## src/rtl/fs_dither_stream.sv

```systemverilog
// rtl/fs_dither_stream.sv - streaming grayscale quantizer with Floyd-Steinberg error diffusion
module fs_dither_stream #(
  parameter int IMAGEX   = 64,
  parameter int IMAGEY   = 64,
  parameter int RGB_SIZE = 8,
  parameter int OUT_BITS = 1
) (
  input  logic                clk,
  input  logic                rst,
  input  logic                dither_en,
  input  logic [RGB_SIZE-1:0] in_data,
  input  logic                in_valid,
  input  logic                in_sof,
  output logic                in_ready,
  output logic [OUT_BITS-1:0] out_code,
  output logic [RGB_SIZE-1:0] out_pixel,
  output logic                out_valid,
  input  logic                out_ready,
  output logic                out_eol,
  output logic                out_eof
);

  localparam int XW = (IMAGEX > 1) ? $clog2(IMAGEX) : 1;
  localparam int YW = (IMAGEY > 1) ? $clog2(IMAGEY) : 1;
  localparam int EW = RGB_SIZE + 2;   // pixel error
  localparam int AW = RGB_SIZE + 6;   // weighted error accumulators
  localparam int VW = AW + 1;         // pixel plus scaled correction
  localparam logic [XW-1:0] X_LAST = XW'(IMAGEX - 1);
  localparam logic [YW-1:0] Y_LAST = YW'(IMAGEY - 1);

  // position and frame state
  logic [XW-1:0]        r_x;
  logic [YW-1:0]        r_y;
  logic                 r_den;
  // error state: west neighbour error, two open next-row partial sums, row buffer
  logic signed [EW-1:0] r_eprev;
  logic signed [AW-1:0] r_p0;
  logic signed [AW-1:0] r_p1;
  logic signed [AW-1:0] r_rowbuf [IMAGEX];
  // output registers
  logic                 r_valid;
  logic [OUT_BITS-1:0]  r_code;
  logic [RGB_SIZE-1:0]  r_pix;
  logic                 r_eol;
  logic                 r_eof;

  logic                 w_accept;
  logic [XW-1:0]        w_x;
  logic [YW-1:0]        w_y;
  logic                 w_den;
  logic                 w_first_col;
  logic                 w_first_row;
  logic                 w_last_col;
  logic                 w_last_row;
  logic signed [AW-1:0] w_eprev_ext;
  logic signed [AW-1:0] w_west;
  logic signed [AW-1:0] w_north;
  logic signed [AW-1:0] w_corr;
  logic signed [AW-1:0] w_shift;
  logic signed [VW-1:0] w_sum;
  logic [RGB_SIZE-1:0]  w_v;
  logic [OUT_BITS-1:0]  w_code;
  logic [RGB_SIZE-1:0]  w_pix;
  logic signed [EW-1:0] w_e;
  logic signed [AW-1:0] w_e_ext;
  logic signed [AW-1:0] w_e3;
  logic signed [AW-1:0] w_e5;
  logic signed [AW-1:0] w_nb_prev;
  logic signed [AW-1:0] w_nb_cur;
  logic signed [AW-1:0] w_nb_prev_wr;
  logic signed [AW-1:0] w_nb_cur_wr;

  assign in_ready  = !r_valid || out_ready;
  assign w_accept  = in_valid && in_ready;

  assign out_valid = r_valid;
  assign out_code  = r_code;
  assign out_pixel = r_pix;
  assign out_eol   = r_eol;
  assign out_eof   = r_eof;

  // a start-of-frame beat is pixel (0,0) no matter where the counters are
  assign w_x         = in_sof ? '0 : r_x;
  assign w_y         = in_sof ? '0 : r_y;
  assign w_den       = in_sof ? dither_en : r_den;
  assign w_first_col = (w_x == '0);
  assign w_first_row = (w_y == '0);
  assign w_last_col  = (w_x == X_LAST);
  assign w_last_row  = (w_y == Y_LAST);

  // correction: 7/16 from the west pixel plus the row buffer entry, which already
  // holds 1*NW + 5*N + 3*NE gathered while the previous row streamed past
  assign w_eprev_ext = {{(AW-EW){r_eprev[EW-1]}}, r_eprev};
  assign w_west      = w_first_col ? '0 : ((w_eprev_ext <<< 3) - w_eprev_ext);
  assign w_north     = w_first_row ? '0 : r_rowbuf[w_x];
  assign w_corr      = w_den ? (w_west + w_north) : '0;
  assign w_shift     = w_corr >>> 4;
  assign w_sum       = $signed({{(VW-RGB_SIZE){1'b0}}, in_data}) + $signed({w_shift[AW-1], w_shift});

  // clamp the corrected value into the pixel range
  always_comb begin
    w_v = w_sum[RGB_SIZE-1:0];
    if (w_sum[VW-1]) begin
      w_v = '0;
    end else if (|w_sum[VW-2:RGB_SIZE]) begin
      w_v = '1;
    end
  end

  assign w_code = w_v[RGB_SIZE-1 -: OUT_BITS];

  // expand the code back to full width by repeating its bits from the MSB down
  for (genvar gi = 0; gi < RGB_SIZE; gi++) begin : g_rep
    assign w_pix[gi] = w_code[OUT_BITS-1-((RGB_SIZE-1-gi) % OUT_BITS)];
  end

  assign w_e     = $signed({2'b00, w_v}) - $signed({2'b00, w_pix});
  assign w_e_ext = {{(AW-EW){w_e[EW-1]}}, w_e};
  assign w_e3    = (w_e_ext <<< 1) + w_e_ext;
  assign w_e5    = (w_e_ext <<< 2) + w_e_ext;

  // column x-1 of the next row is complete once this pixel adds its 3/16;
  // column x gets 5/16 now and waits for the east pixel's 3/16
  assign w_nb_prev    = r_p0 + w_e3;
  assign w_nb_cur     = (w_first_col ? '0 : r_p1) + w_e5;
  // nothing diffuses below the last row, which also leaves the buffer clean for the next frame
  assign w_nb_prev_wr = w_last_row ? '0 : w_nb_prev;
  assign w_nb_cur_wr  = w_last_row ? '0 : w_nb_cur;

  // output beat register: load on accept, drop when consumed, hold under back-pressure
  always_ff @(posedge clk) begin
    if (rst) begin
      r_valid <= 1'b0;
      r_code  <= '0;
      r_pix   <= '0;
      r_eol   <= 1'b0;
      r_eof   <= 1'b0;
    end else if (w_accept) begin
      r_valid <= 1'b1;
      r_code  <= w_code;
      r_pix   <= w_pix;
      r_eol   <= w_last_col;
      r_eof   <= w_last_col && w_last_row;
    end else if (out_ready) begin
      r_valid <= 1'b0;
    end
  end

  // raster position, frame dither enable and diffused error state
  always_ff @(posedge clk) begin
    if (rst) begin
      r_x     <= '0;
      r_y     <= '0;
      r_den   <= 1'b0;
      r_eprev <= '0;
      r_p0    <= '0;
      r_p1    <= '0;
      for (int i = 0; i < IMAGEX; i++) begin
        r_rowbuf[i] <= '0;
      end
    end else if (w_accept) begin
      r_den   <= w_den;
      r_eprev <= w_e;
      r_p0    <= w_nb_cur;
      r_p1    <= w_e_ext;
      if (in_sof) begin
        for (int i = 0; i < IMAGEX; i++) begin
          r_rowbuf[i] <= '0;
        end
      end
      if (!w_first_col) begin
        r_rowbuf[w_x - 1'b1] <= w_nb_prev_wr;
      end
      if (w_last_col) begin
        r_rowbuf[w_x] <= w_nb_cur_wr;
        r_x           <= '0;
        if (w_last_row) begin
          r_y   <= '0;
          r_den <= dither_en;
        end else begin
          r_y <= w_y + 1'b1;
        end
      end else begin
        r_x <= w_x + 1'b1;
        r_y <= w_y;
      end
    end
  end

endmodule

```

## config.mk

```make
export PLATFORM = sky130hd
export DESIGN_NAME = fs_dither_stream
export DESIGN_NICKNAME = d
export VERILOG_FILES = /design/src/rtl/fs_dither_stream.sv
export SDC_FILE = /design/constraint.sdc
export NUM_CORES = 2
export LEC_CHECK = 0
export ABC_AREA = 1
export CAP_MARGIN = 25
export CORE_UTILIZATION = 35
export DETAILED_ROUTE_END_ITERATION = 8
export PLACE_DENSITY = 0.5
export REMOVE_ABC_BUFFERS = 1
export SYNTH_ARGS = -nofsm -noshare
export SYNTH_HDL_FRONTEND = slang
export SYNTH_SLANG_ARGS = --single-unit
```

## constraint.sdc

```tcl
create_clock -name clk -period 16.6 [get_ports clk]
set_input_delay 1.66 -clock clk [delete_from_list [all_inputs] [get_ports clk]]
set_output_delay 1.66 -clock clk [all_outputs]
set_load 0.02 [all_outputs]
```

==> After elaboration in Yosys (flattened, before gate mapping) <==
Memory sizes are Yosys's and may differ from the RTL's.
Cells that the tools add are included.
{ "totals": {"ff_bits": 50, "mem_bits_rw": 896, "in_bits": 14, "elab_cells": 201, "memories": 1} }
{ "mem_list": {"columns": ["memory", "depth", "width", "read_ports", "rd_clocked_by_memory_dff", "write_ports", "line_no", "source"], "rows": [
  ["r_rowbuf", 64, 14, 1, 0, 64, "39", "logic signed [AW-1:0] r_rowbuf [IMAGEX];"]
]} }
{ "classes": {"addsub": 11, "eq_ne": 2, "mux": 102, "bitwise_logic": 64, "reduce_logical": 10} }
{ "ops": {"columns": ["op", "count"], "rows": [
  ["14-bit two-way mux", 72],
  ["1-bit OR", 64],
  ["6-bit two-way mux", 7],
  ["14-bit adder", 2],
  ["14-bit OR reduction", 2],
  ["1-bit two-way mux", 21],
  ["8-bit two-way mux", 2],
  ["14-bit by 11-bit adder with 14-bit output", 1],
  ["12-bit by 9-bit subtractor with 13-bit output", 1],
  ["11-bit by 9-bit adder with 12-bit output", 1],
  ["6-bit by 1-bit adder with 6-bit output (second input constant)", 2],
  ["6-bit == test (second input constant)", 2],
  ["6-bit logical NOT", 2],
  ["10-bit by 9-bit adder with 11-bit output", 1],
  ["9-bit by 10-bit adder with 11-bit output", 1],
  ["8-bit by 8-bit subtractor with 9-bit output", 1],
  ["6-bit OR reduction", 1],
  ["6-bit by 1-bit subtractor with 6-bit output (second input constant)", 1],
  ["1-bit logical AND", 2],
  ["2-bit nonzero test", 1],
  ["1-bit logical NOT", 1],
  ["1-bit logical OR", 1]
]} }

==> Longest topological paths before layout <==
{ "logic_depth": {"depth_word": 14, "ltp_mapped": 71} }

==> Worst setup path after synthesis <==
OpenSTA, ideal clock, no wires.
{ "synth_timing": {"path_type": "input port to flip-flop", "from": "input port in_sof", "to": "memory r_rowbuf[0][12] (netlist bit), data pin", "setup_ns": 0.266, "arrival_time_ns": 10.321, "slack_ns": 6.013, "path_stages": 63, "path_buffers": 6, "cell_sequence": "buf_2 -> inv_4 -> nand2_1 -> buf_2 -> buf_2 -> nor3_1 -> clkinv_1 -> buf_2 -> buf_2 -> o22ai_1 -> o41ai_1 -> nand4_1 -> a221oi_1 -> ha_1 -> nand2_1 -> nor2_1 -> nand3_1 -> nor2_1 -> [... 27 more ...] -> nand2_1 -> inv_1 -> nand2_1 -> nand2_1 -> inv_1 -> ha_1 -> ha_1 -> nand4_1 -> o211ai_1 -> nand2_1 -> nand2_1 -> a21oi_1 -> or2_2 -> o21ai_0 -> a21oi_1 -> o21ai_1 -> clkbuf_1 -> nor2_1"} }
{ "synth_rtl": {"columns": ["item", "line_no", "source"], "rows": [
  ["from (decl)", "13", "input logic in_sof,"],
  ["to (decl)", "39", null]
]} }

==> flow_metrics.env <==
export IMPL_drtPass1Iterations=5
export IMPL_globalplace_congestion=0.9236
export IMPL_r2r_cells=57
export IMPL_htreeDepth=3
export IMPL_cp_start_kind="input port"
export IMPL_cp_required_ns=17.12
export IMPL_worstMarginPinSlew_ns=1.146
export IMPL_synth_edf_count=896
export IMPL_hold_class="reg -> reg"
export IMPL_arrival_ns=15.49
export IMPL_yosys_cell_types_count=56
export IMPL_grt_pass1_vias=30210
export IMPL_syn_cell_area_mm2=0.04277
export IMPL_ys_ff_latch=936
export IMPL_grt_antenna_before_repair=2
export IMPL_rsz0062_at_grt="false"
export IMPL_hold_path_depth=2
export IMPL_grt_pass1_wl_um=218200
export IMPL_crit_top_cell="nand2_1"
export IMPL_critPathMaxFanout=56
export IMPL_track_usage_pct=24.20
export IMPL_hp_start="r_y[0]"
export IMPL_synthTopCellsByCount="997 x nor2_1, 896 x edfxtp_1, 532 x nand2_1"
export IMPL_drtAntennaViolNets=0
export IMPL_path_clk_slew_ns=0.06
export IMPL_rows=127
export IMPL_vias=31740
export IMPL_fp_dieW_um=351.6
export IMPL_regToRegSetupSlack_ns=3.38
export IMPL_cts_setup_buffers=0
export IMPL_synth_top_area_share_pct=62.91
export IMPL_drt_iter0_drc=3819
export IMPL_ctsHoldBuffers=0
export IMPL_core_mm2=0.1206
export IMPL_final_setup_skew_ns=0.04759
export IMPL_fin_util_pct=39.86
export IMPL_io_buffer_count=26
export IMPL_setup_tns_ns=0
export IMPL_initial_core_util_pct=35.46
export IMPL_netlist_top_cell_by_area="edfxtp_1"
export IMPL_clkSinkCount=936
export IMPL_design_area_mm2=0.04808
export IMPL_fin_nets=4073
export IMPL_clock_latency_ns=0.69
export IMPL_pre_cts_ws_ns=1.127
export IMPL_die_area_mm2=0.1236
export IMPL_startpoint="in_sof"
export IMPL_io_pins=27
export IMPL_synth_flop_cell="edfxtp_1"
export IMPL_cpPeakStageDelay_ns=0.86
export IMPL_grt_max_degree=65
export IMPL_die_h_um=351.6
export IMPL_hold_viol=0
export IMPL_netlist_instances=4042
export IMPL_min_period_ns=14.97
export IMPL_synth_async_reset_ratio_pct=0
export IMPL_placed_cell_area_mm2=0.04475
export IMPL_drive_above_1_share_pct=7.711
export IMPL_cts_resized=0
export IMPL_critPathCaptureType="register"
export IMPL_synth_avg_cell_area_um2=10.58
export IMPL_fin_ws_ns=1.628
export IMPL_post_synth_top_count_cell="nor2_1"
export IMPL_r2r_start="r_x[1]"
export IMPL_cp_slowest_cell="a221oi_1"
export IMPL_fmax_mhz=66.79
export IMPL_synthToLayoutAreaGrowth_pct=12.40
export IMPL_wl_per_cell_um=26.62
export IMPL_yosys_top_cells_area="edfxtp_1 63%, nor2_1 8.7%, o22ai_1 5.7%, nand2_1 4.7%, ha_1 2.2%"
export IMPL_seq_area_frac_synth_pct=64.78
export IMPL_yosys_warnings=0
export IMPL_setup_viol=0
export IMPL_cts_root_buf="clkbuf_16"
export IMPL_worst_r2r_endpoint="r_rowbuf[21][13]"
export IMPL_finalWirelength_um=151000
export IMPL_outcome="complete, no violations"
export IMPL_slew_violations=0
export IMPL_tritoncts="built"
export IMPL_dpl_hpwl_um=93650
export IMPL_numCtsBuffers=104
export IMPL_post_route_drc_count=0
export IMPL_cts_path_max_buffers=3
export IMPL_overflow=0
export IMPL_drv_cap=0
export IMPL_crit_type="in -> reg"
export IMPL_slew_headroom_pct=23.53
export IMPL_hold_end="r_y[0]"
export IMPL_fin_crit_sh_pct=90.19
export IMPL_viasPerCell=5.595
per-layer routing:
layer	vias up	wire, um	GRT usage [%]
met5	-	19	0
met4	2	4178	6.832
met3	210	12030	4.030
met2	1406	69900	38.51
met1	15950	64860	33.95
li1	14170	-	-
stage by stage:
stage,instances,hold slack (ns)
5_1_grt,5671,0.4900
2_1_floorplan,3747,0.4393
3_5_place_dp,5476,0.4603
3_3_place_gp,5470,0.4556
4_1_cts,5669,0.4684
6_report,5672,0.4654
flip-flops by register name (all words and copies together) (netlist names):
signal,flops
out_pixel,1
out_valid,1
r_y,6
r_p1,9
r_den,1
r_p0,14
r_rowbuf,896
out_eol,1
out_eof,1
r_x,6
area by class of cell:
class                      instances  area (um2)
sequential                       936       27710
tap                             1612        2017
fill                           11660       72530
antenna                            1       2.502
multi-input combinational       2571       13130
timing repair buffer             119        1018
clock inverter                    65       513.0
clock buffer                     128        2778
inverter                         240       913.4
worst max-delay path by stage:
| stage | to | depth (start not counted) | slack (ns) |
|---|---|---|---|
| 2_1_floorplan | r_rowbuf[60][12] | 43 | 2.99 |
| 3_3_place_gp | r_rowbuf[23][13] | 58 | 1.07 |
| 3_5_place_dp | r_rowbuf[21][12] | 48 | 1.13 |
| 4_1_cts | r_rowbuf[16][12] | 48 | 1.81 |
| 5_1_grt | r_rowbuf[20][13] | 59 | 0.85 |
| 6_report | r_rowbuf[21][13] | 59 | 1.63 |
cell families after synthesis:
kind of cell | share of synthesized area, %
xor+xnor | 0.6728
flops | 64.78
fa+ha+maj | 2.738
compound gates | 11.02
buf+inv | 5.040
simple gates | 15.75
critical path: cells and delay by family:
family / cells / cell delay [ns]
AND/OR/NAND/NOR: 26 / 4.55
buffers and inverters: 13 / 3.57
AO/OA/AOI/OAI: 13 / 2.77
adder cells (fa/ha/maj): 7 / 2.83
cells in the final DEF, fill, tap and decap left out, types with 23 or more instances in the layout:
master           Yosys  final
clkbuf_16            0    108
nand3_1             68     65
o21ai_0            130    130
inv_1              225    222
edfxtp_1           896    896
nor2_1             997    988
clkinv_1             3     37
nor3_1              41     41
nand2_1            532    523
o22ai_1            392    392
o41ai_1             62     53
o221ai_1            23     23
dfxtp_1             40     40
a21oi_1             85     85
buf_4               10     85
clkdlybuf4s50_1      0     26
ha_1                76     76
xor2_1              23     23
Power is not shown: default switching activity piles up to over one toggle a cycle in this logic, so the estimate is an artifact.
